$ cat src/rtl/pillars_stream_obstacle_pkg.sv
// Shared definitions for the obstacle chain: FSM state encoding, default
// arena bounds, colour constants and the gap LFSR step function.
package pillars_stream_obstacle_pkg;

    typedef enum logic [1:0] {
        ST_IDLE   = 2'd0,
        ST_RUN    = 2'd1,
        ST_FINISH = 2'd2
    } obst_state_t;

    localparam int DEF_ARENA_L = 352;
    localparam int DEF_ARENA_R = 671;
    localparam int DEF_ARENA_T = 317;
    localparam int DEF_ARENA_B = 617;

    localparam logic [11:0] COLOR_WHITE = 12'hfff;
    localparam logic [7:0]  LFSR_SEED   = 8'hA5;

    // Fibonacci step, taps 8,6,5,4 (bits 7,5,4,3), shifting towards the MSB
    function automatic logic [7:0] lfsr_step(input logic [7:0] s);
        return {s[6:0], s[7] ^ s[5] ^ s[4] ^ s[3]};
    endfunction

endpackage

$ cat src/rtl/gap_lfsr.sv
// 8-bit Fibonacci LFSR used to pick pillar gap positions.
// Ports: pclk/rst clock and async active-high reset, adv steps the register
// by one, value is the current state (never zero given a nonzero SEED).
module gap_lfsr
    import pillars_stream_obstacle_pkg::*;
#(
    parameter logic [7:0] SEED = LFSR_SEED
) (
    input  logic       pclk,
    input  logic       rst,
    input  logic       adv,
    output logic [7:0] value
);

    always_ff @(posedge pclk or posedge rst) begin
        if (rst)      value <= SEED;
        else if (adv) value <= lfsr_step(value);
    end

endmodule

$ cat src/rtl/pillars_stream_obstacle.sv
// Streams up to N_PILLARS vertical pillars across the arena, each with a
// random safe gap. Slots only change on a frame-locked step tick, so a frame
// never shows a half-moved pillar.
// Ports: pclk/rst clock and async active-high reset; hcount_in/vcount_in/
// rgb_in current pixel; menu_on/play_selected abort controls; selected and
// done_in arm the obstacle; rgb_out/obstacle_x/obstacle_y registered pixel
// result; working high while running; done one-cycle completion pulse.
module pillars_stream_obstacle
    import pillars_stream_obstacle_pkg::*;
#(
    parameter logic [3:0]  SELECT_CODE = 4'b0000,
    parameter int          N_PILLARS   = 4,
    parameter int          WAVES       = 10,
    parameter int          PILLAR_W    = 20,
    parameter int          GAP_H       = 80,
    parameter int          SPACING     = 120,
    parameter int          DX          = 2,
    parameter int          FRAME_DIV   = 1,
    parameter int          DIR         = 0,
    parameter int          ARENA_L     = DEF_ARENA_L,
    parameter int          ARENA_R     = DEF_ARENA_R,
    parameter int          ARENA_T     = DEF_ARENA_T,
    parameter int          ARENA_B     = DEF_ARENA_B,
    parameter logic [11:0] COLOR       = COLOR_WHITE
) (
    input  logic        pclk,
    input  logic        rst,
    input  logic [11:0] hcount_in,
    input  logic [11:0] vcount_in,
    input  logic [11:0] rgb_in,
    input  logic        menu_on,
    input  logic        play_selected,
    input  logic [3:0]  selected,
    input  logic        done_in,
    output logic [11:0] rgb_out,
    output logic [11:0] obstacle_x,
    output logic [11:0] obstacle_y,
    output logic        working,
    output logic        done
);

    localparam int GAP_RANGE = ARENA_B - ARENA_T + 1 - GAP_H;
    localparam logic signed [12:0] X_L     = 13'(ARENA_L);
    localparam logic signed [12:0] X_R     = 13'(ARENA_R);
    localparam logic signed [12:0] W_M1    = 13'(PILLAR_W - 1);
    localparam logic signed [12:0] STEP    = 13'(DX);
    localparam logic signed [12:0] SPAWN_X = (DIR != 0) ? 13'(ARENA_L - PILLAR_W) : 13'(ARENA_R + 1);
    localparam logic [11:0]        GAP_M1  = 12'(GAP_H - 1);

    obst_state_t state;
    logic [3:0]  div_cnt;
    logic [7:0]  spawned;
    logic [11:0] travel;      // distance moved by the newest pillar, saturates at SPACING
    logic        first_pend;  // first tick of a run always spawns
    logic [7:0]  lfsr;

    logic [N_PILLARS-1:0] act_q, act_mv, act_nx, free_oh, spawn_vec, hit;
    logic signed [12:0]   x_q  [N_PILLARS];
    logic signed [12:0]   x_mv [N_PILLARS];
    logic [11:0]          gt_q [N_PILLARS];

    logic        frame_start, tick, abort, arm, want, do_spawn, fin, in_arena, hit_any;
    logic [12:0] travel_sum;
    logic [11:0] travel_mv, gap_val;
    logic [7:0]  spawned_nx;
    logic signed [12:0] hx;

    assign frame_start = (hcount_in == 12'd0) && (vcount_in == 12'd0);
    assign abort       = menu_on || !play_selected;
    assign arm         = (state == ST_IDLE) && done_in && play_selected && (selected == SELECT_CODE);
    assign tick        = (state == ST_RUN) && frame_start && (div_cnt == 4'd0);
    assign hx          = $signed({1'b0, hcount_in});

    // Per-slot move/retire (after-move view) and draw (current view)
    for (genvar i = 0; i < N_PILLARS; i++) begin : g_slot
        assign x_mv[i]   = (DIR != 0) ? x_q[i] + STEP : x_q[i] - STEP;
        assign act_mv[i] = act_q[i] && (x_mv[i] + W_M1 >= X_L) && (x_mv[i] <= X_R);
        assign hit[i]    = act_q[i] && (hx >= x_q[i]) && (hx <= x_q[i] + W_M1) &&
                           !((vcount_in >= gt_q[i]) && (vcount_in <= gt_q[i] + GAP_M1));
    end

    // Lowest free slot after retirement; walking downwards lets slot 0 win
    always_comb begin
        free_oh = '0;
        for (int i = N_PILLARS - 1; i >= 0; i--) begin
            if (!act_mv[i]) begin
                free_oh    = '0;
                free_oh[i] = 1'b1;
            end
        end
    end

    assign travel_sum = {1'b0, travel} + 13'(DX);
    assign travel_mv  = (travel_sum >= 13'(SPACING)) ? 12'(SPACING) : travel_sum[11:0];
    assign want       = (first_pend || (travel_sum >= 13'(SPACING))) && (spawned < 8'(WAVES));
    // A blocked spawn stays wanted (travel saturates) until a slot frees up
    assign do_spawn   = tick && !abort && want && (|free_oh);
    assign spawn_vec  = do_spawn ? free_oh : '0;
    assign act_nx     = act_mv | spawn_vec;
    assign spawned_nx = spawned + {7'd0, do_spawn};
    assign fin        = tick && !abort && (spawned_nx == 8'(WAVES)) && (act_nx == '0);
    assign gap_val    = 12'(ARENA_T + (int'(lfsr) % GAP_RANGE));

    assign in_arena = (hx >= X_L) && (hx <= X_R) &&
                      (vcount_in >= 12'(ARENA_T)) && (vcount_in <= 12'(ARENA_B));
    assign hit_any  = (state == ST_RUN) && in_arena && (|hit);

    gap_lfsr #(.SEED(LFSR_SEED)) u_lfsr (
        .pclk  (pclk),
        .rst   (rst),
        .adv   (do_spawn),
        .value (lfsr)
    );

    always_ff @(posedge pclk or posedge rst) begin
        if (rst) begin
            act_q <= '0;
            for (int i = 0; i < N_PILLARS; i++) begin
                x_q[i]  <= '0;
                gt_q[i] <= '0;
            end
        end else if ((state == ST_RUN) && abort) begin
            act_q <= '0;
        end else if (tick) begin
            act_q <= act_nx;
            for (int i = 0; i < N_PILLARS; i++) begin
                if (spawn_vec[i]) begin
                    x_q[i]  <= SPAWN_X;
                    gt_q[i] <= gap_val;
                end else if (act_q[i]) begin
                    x_q[i]  <= x_mv[i];
                end
            end
        end
    end

    always_ff @(posedge pclk or posedge rst) begin
        if (rst) begin
            state      <= ST_IDLE;
            working    <= 1'b0;
            done       <= 1'b0;
            div_cnt    <= '0;
            spawned    <= '0;
            travel     <= '0;
            first_pend <= 1'b0;
            rgb_out    <= '0;
            obstacle_x <= '0;
            obstacle_y <= '0;
        end else begin
            done <= 1'b0;
            case (state)
                ST_IDLE: begin
                    if (arm) begin
                        state      <= ST_RUN;
                        working    <= 1'b1;
                        div_cnt    <= '0;
                        spawned    <= '0;
                        travel     <= '0;
                        first_pend <= 1'b1;
                    end
                end
                ST_RUN: begin
                    if (abort) begin
                        state   <= ST_IDLE;
                        working <= 1'b0;
                    end else begin
                        if (frame_start)
                            div_cnt <= (div_cnt == 4'(FRAME_DIV - 1)) ? 4'd0 : div_cnt + 4'd1;
                        if (tick) begin
                            spawned <= spawned_nx;
                            travel  <= do_spawn ? 12'd0 : travel_mv;
                            if (do_spawn) first_pend <= 1'b0;
                            if (fin) begin
                                state   <= ST_FINISH;
                                working <= 1'b0;
                                done    <= 1'b1;
                            end
                        end
                    end
                end
                ST_FINISH: state <= ST_IDLE;
                default:   state <= ST_IDLE;
            endcase
            rgb_out    <= hit_any ? COLOR : rgb_in;
            obstacle_x <= hit_any ? hcount_in : 12'd0;
            obstacle_y <= hit_any ? vcount_in : 12'd0;
        end
    end

endmodule

$ cat config.mk
export PLATFORM = sky130hd
export DESIGN_NAME = pillars_stream_obstacle
export DESIGN_NICKNAME = d
export VERILOG_FILES = /design/src/rtl/pillars_stream_obstacle_pkg.sv /design/src/rtl/gap_lfsr.sv /design/src/rtl/pillars_stream_obstacle.sv
export SDC_FILE = /design/constraint.sdc
export NUM_CORES = 1
export LEC_CHECK = 0
export BUFFER_PORTS_ARGS = -buffer_cell sky130_fd_sc_hd__buf_2
export CORE_AREA = 2 2 170 172
export CTS_BUF_LIST = sky130_fd_sc_hd__clkbuf_2
export DETAILED_ROUTE_END_ITERATION = 16
export DIE_AREA = 0 0 172 174
export PLACE_DENSITY = 0.81
export SLEW_MARGIN = 20
export SYNTH_ARGS = -nofsm -noshare
export SYNTH_HDL_FRONTEND = slang
export SYNTH_SLANG_ARGS = --single-unit
$ cat constraint.sdc
create_clock -name pclk -period 7.22 [get_ports pclk]
set_input_delay 0 -clock pclk [delete_from_list [all_inputs] [get_ports pclk]]
set_output_delay 0 -clock pclk [all_outputs]
set_load 0.005 [all_outputs]
==> summary.txt <==
Floorplan
  – Initial Util: 55.77%
  – Die area: 0.02993 mm2
  – DIE WIDTH: 172 um
  – I/O pins: 83
  – Std cell rows: 62
  – Die H: 174 um
  – Core box area: 0.02824 mm2

Logic synthesis
  – Post-synth EDFFs: 0
  – Synth Instances: 1,807
  – Seq/Total Area, Yosys: 27.36%
  – Seq cells post-synth: 172
  – Synth warnings: 0
  – Ys flop type: dfrtp_1
  – Leading area contributor after synthesis: dfrtp_1
  – Cell area after synthesis: 0.01575 mm2
  – Yosys cell types: 93
  – Synth top area share: 26.70%
  – Ys async rst share: 100.0%
  – Mapped Avg Cell Area: 8.715 um2
  – Synth area leaders: dfrtp_1 27%, ha_1 17%, xnor2_1 7.5%

Clock tree
  – Clk Latency, worst-skew pair: 0.82 ns
  – H-tree lvl count: 4
  – Clk pin slew, worst setup/hold paths: 0.34 ns
  – CTS Root Cell: clkbuf_2
  – Clock Sinks: 172
  – CTS Buffer Depth: 2
  – Num CTS Buffers: 17
  – TritonCTS clock tree: yes
  – Setup bufs post-CTS: 0

GRT
  – Largest net degree at the start of global routing: 101
  – Total GRT Usage: 28.42%
  – Overall overflow remaining after global route: 0
  – First-pass GRT wire length: 69.30 mm
  – Number of global-route vias before repair: 13,990
  – Initial antenna violation count: 1

Placement
  – Routability cong.: 0.9466
  – Placed cell area: 0.01634 mm2
  – Hpwl dp: 30.25 mm
  – Port bufs: 82

Final layout
  – Filler Cell Count: 2,449
  – Layout cells sized above 1: 10.12%
  – Area Growth Syn to Fin: 8.724%
  – Final core utilization: 60.63%
  – Nets: 2,141
  – Design area: 0.01712 mm2

Setup path
  – R2R Setup Slk: 0.56 ns
  – Max incr delay on CP: 0.59 ns
  – CP top delay family: simple AND/OR/NAND/NOR gates
  – Crit path top cell by count: ha_1
  – Arrival time worst endpoint: 7.38 ns
  – Crit path buffers/inverters: 2
  – Slowest cell on crit path: or4b_1
  – Critical Path RT: 7.94 ns
  – CP Cell Sequence: inv_1 > ha_1 > or4b_1 > or3_1 > a222oi_1 > mux2i_1 > xnor2_1 > or3b_1 > o311a_1 > a41oi_1 > ha_1 > ha_1 > and3_1 > a211o_1 > nand2_1 > a31oi_1 > nor3_1 > nand3_1 > or4_4 > nor2_4 > o31ai_1 > dlygate4sd3_1
  – Setup crit end kind: flop
  – Worst Path Max Fanout: 12
  – Crit path kind: flop to flop
  – Startpoint Class: flop

STA
  – Count of pins over their slew limit: 0
  – Slew Limit Headroom: 34.40%
  – Unrepaired setup endpoints after global routing: no
  – Hold Fails Final Rpt: 0
  – Max Freq: 150.2 MHz
  – TNS Setup: 0 ns
  – Period Utilization, post-route: 92.24%
  – Final Setup Violations: 0
  – Fin crit period: 6.660 ns
  – Worst Hold Margin: 0.1133 ns
  – Slew @ Worst Pin: 0.9839 ns
  – Setup Skew: 0.07452 ns

Power and ir drop
  – Power density over cell area: 103.3 mW/mm2
  – Psw: 0.0005304 W
  – Pleak: 7.640 nW
  – Internal: 0.001238 W
  – Max IR drop VDD: 0.08064 mV
  – Sw frac: 30.00%
  – Clock share of power: 32.3%
  – Comb pwr share: 12.3%
  – Flop pwr share: 55.4%

Route
  – Vias per cell: 6.241
  – Drt initial violations: 1,418
  – Antenna Nets Post-Route: 0
  – Routed WL: 42.34 mm
  – Drt first pass iters: 7
  – DR WL/cell: 18.54 um
  – Residual DRC count: 0
  – DR vias: 14,250

Worst hold path
  – Worst hold-check path type: input port to flop

Run
  – Maxcap violations: 0

Run status
  – Status: finished clean
[metrics by stage]
| step | setup slack (ns) | std cells | power (W) |
|---|---|---|---|
| after floorplan | 1.813 | 1810 | 0.001101 |
| after global placement | 1.357 | 2198 | 0.001175 |
| after detailed placement | 1.261 | 2198 | 0.001185 |
| after CTS | 0.6844 | 2281 | 0.001776 |
| after global routing | 0.1476 | 2283 | 0.001844 |
| final | 0.5600 | 2283 | 0.001768 |
[sequential cells by signal, indices dropped and copies added, names as in the netlist]
register	flops
x_q	48
rgb_out	12
first_pend	1
div_cnt	4
travel	11
spawned	8
u_lfsr.value	8
act_q	4
obstacle_x	12
state	2
done	1
working	1
obstacle_y	12
gt_q	48
[kinds of logic (layout without fill, tap and decap cells)]
| kind of cell | count (synthesis) | count (layout) | share of synthesized area [%] |
|---|---|---|---|
| compound gates | 458 | 458 | 19.32 |
| fa+ha+maj | 212 | 212 | 16.84 |
| buf+inv | 201 | 288 | 5.101 |
| mux | 47 | 47 | 3.266 |
| simple gates | 563 | 563 | 19.58 |
| flops | 172 | 172 | 27.36 |
| xor+xnor | 153 | 153 | 8.509 |
| other cells | 1 | 6 | 0.02381 |
[metal layers]
layer | GRT usage, % | routed length, um | part of all wire [%]
met5 | 0 | 0 | 0
met4 | 7.353 | 880 | 2.1
met3 | 4.804 | 2941 | 6.9
met2 | 47.86 | 20070 | 47
met1 | 37.77 | 18440 | 44
[placed cells by master (no fill, tap or decap), types with 14 or more instances in the layout]
| cell type | count |
|---|---|
| a21o_1 | 37 |
| clkbuf_2 | 18 |
| a31oi_1 | 18 |
| buf_2 | 82 |
| o21a_1 | 24 |
| or2_2 | 20 |
| a21oi_1 | 90 |
| mux2_1 | 14 |
| and2_1 | 46 |
| nor2b_1 | 18 |
| nand3_1 | 54 |
| o21ai_0 | 121 |
| nand4_1 | 37 |
| nand2b_1 | 26 |
| dfrtp_1 | 168 |
| inv_1 | 110 |
| dlygate4sd3_1 | 51 |
| and3_1 | 14 |
| o31ai_1 | 15 |
| nand2_1 | 94 |
| mux2_2 | 21 |
| o211ai_1 | 14 |
| xor2_1 | 18 |
| or3_1 | 18 |
| nor2_1 | 94 |
| nor3_1 | 52 |
| nor4_1 | 23 |
| ha_1 | 212 |
| xnor2_1 | 135 |
[cells in the mapped netlist (all sizes together) (8+ instances only)]
cell type / n
inv: 111
nand2b: 26
or2: 22
a31oi: 19
dfrtp: 168
xor2: 18
ha: 212
mux2: 35
a21oi: 90
nor4: 25
o211ai: 14
o2111ai: 9
nor2: 99
buf: 20
a211oi: 10
nand3: 55
or4: 14
nand2: 94
clkbuf: 65
nor3b: 12
a211o: 8
a21o: 37
or3: 18
nand4: 37
o21ai: 126
o21a: 24
o31ai: 16
and3: 14
xnor2: 135
nor2b: 18
o22a: 8
and2: 46
o22ai: 13
mux2i: 12
nor3: 52
[worst register-to-register path: cells and delay by family (launching register included)]
kind            cells  cell delay [ns]
compound gates      6             1.60
fa+ha+maj           3             0.90
flops               1             0.58
simple gates        9             2.30
mux                 1             0.27
buf+inv             2             0.73
xor+xnor            1             0.17
[cell type report]
cell class,instances,area [um2],share of cell area (%)
diodes,2,5.005,0.02923
clock buffers,18,90.09,0.5262
clock inverters,14,160.2,0.9354
inverters,116,440.4,2.572
multi-input cells,1437,10660,62.28
flip-flops and latches,172,4309,25.17
well taps,384,480.5,2.806
repair buffers,140,973.4,5.685
[worst paths after layout]
path                                             start                 endpoint  depth (start not counted)
worst max-delay path               x_q[28]$_DFFE_PP0P_     state[0]$_DFFE_PP0P_                         22
worst min-delay path                      vcount_in[1]  obstacle_y[1]$_DFF_PP0_                          3
worst max register to register     x_q[28]$_DFFE_PP0P_     state[0]$_DFFE_PP0P_                         22
worst min register to register  travel[11]$_DFFE_PP0P_   travel[11]$_DFFE_PP0P_                          1
max in group asynchronous                          rst      x_q[41]$_DFFE_PP0P_                          5
min in group asynchronous                          rst      x_q[28]$_DFFE_PP0P_                          4
[repair_timing]
action	CTS	global route
hold endpoints to repair	137	0
hold buffers	51	0
gates resized for setup	0	1
endpoints found under the setup margin	0	1
[power groups by stage]
stage / sequential [W] / combinational, W / clock (W)
final: 0.000979 / 0.000217 / 0.000572
after global placement: 0.000994 / 0.000182 / 0
after global routing: 0.000980 / 0.000244 / 0.000619
after CTS: 0.000979 / 0.000213 / 0.000584
after floorplan: 0.000994 / 0.000108 / 0
after detailed placement: 0.000994 / 0.000191 / 0
Note: power is estimated with default switching activity, not from simulation.
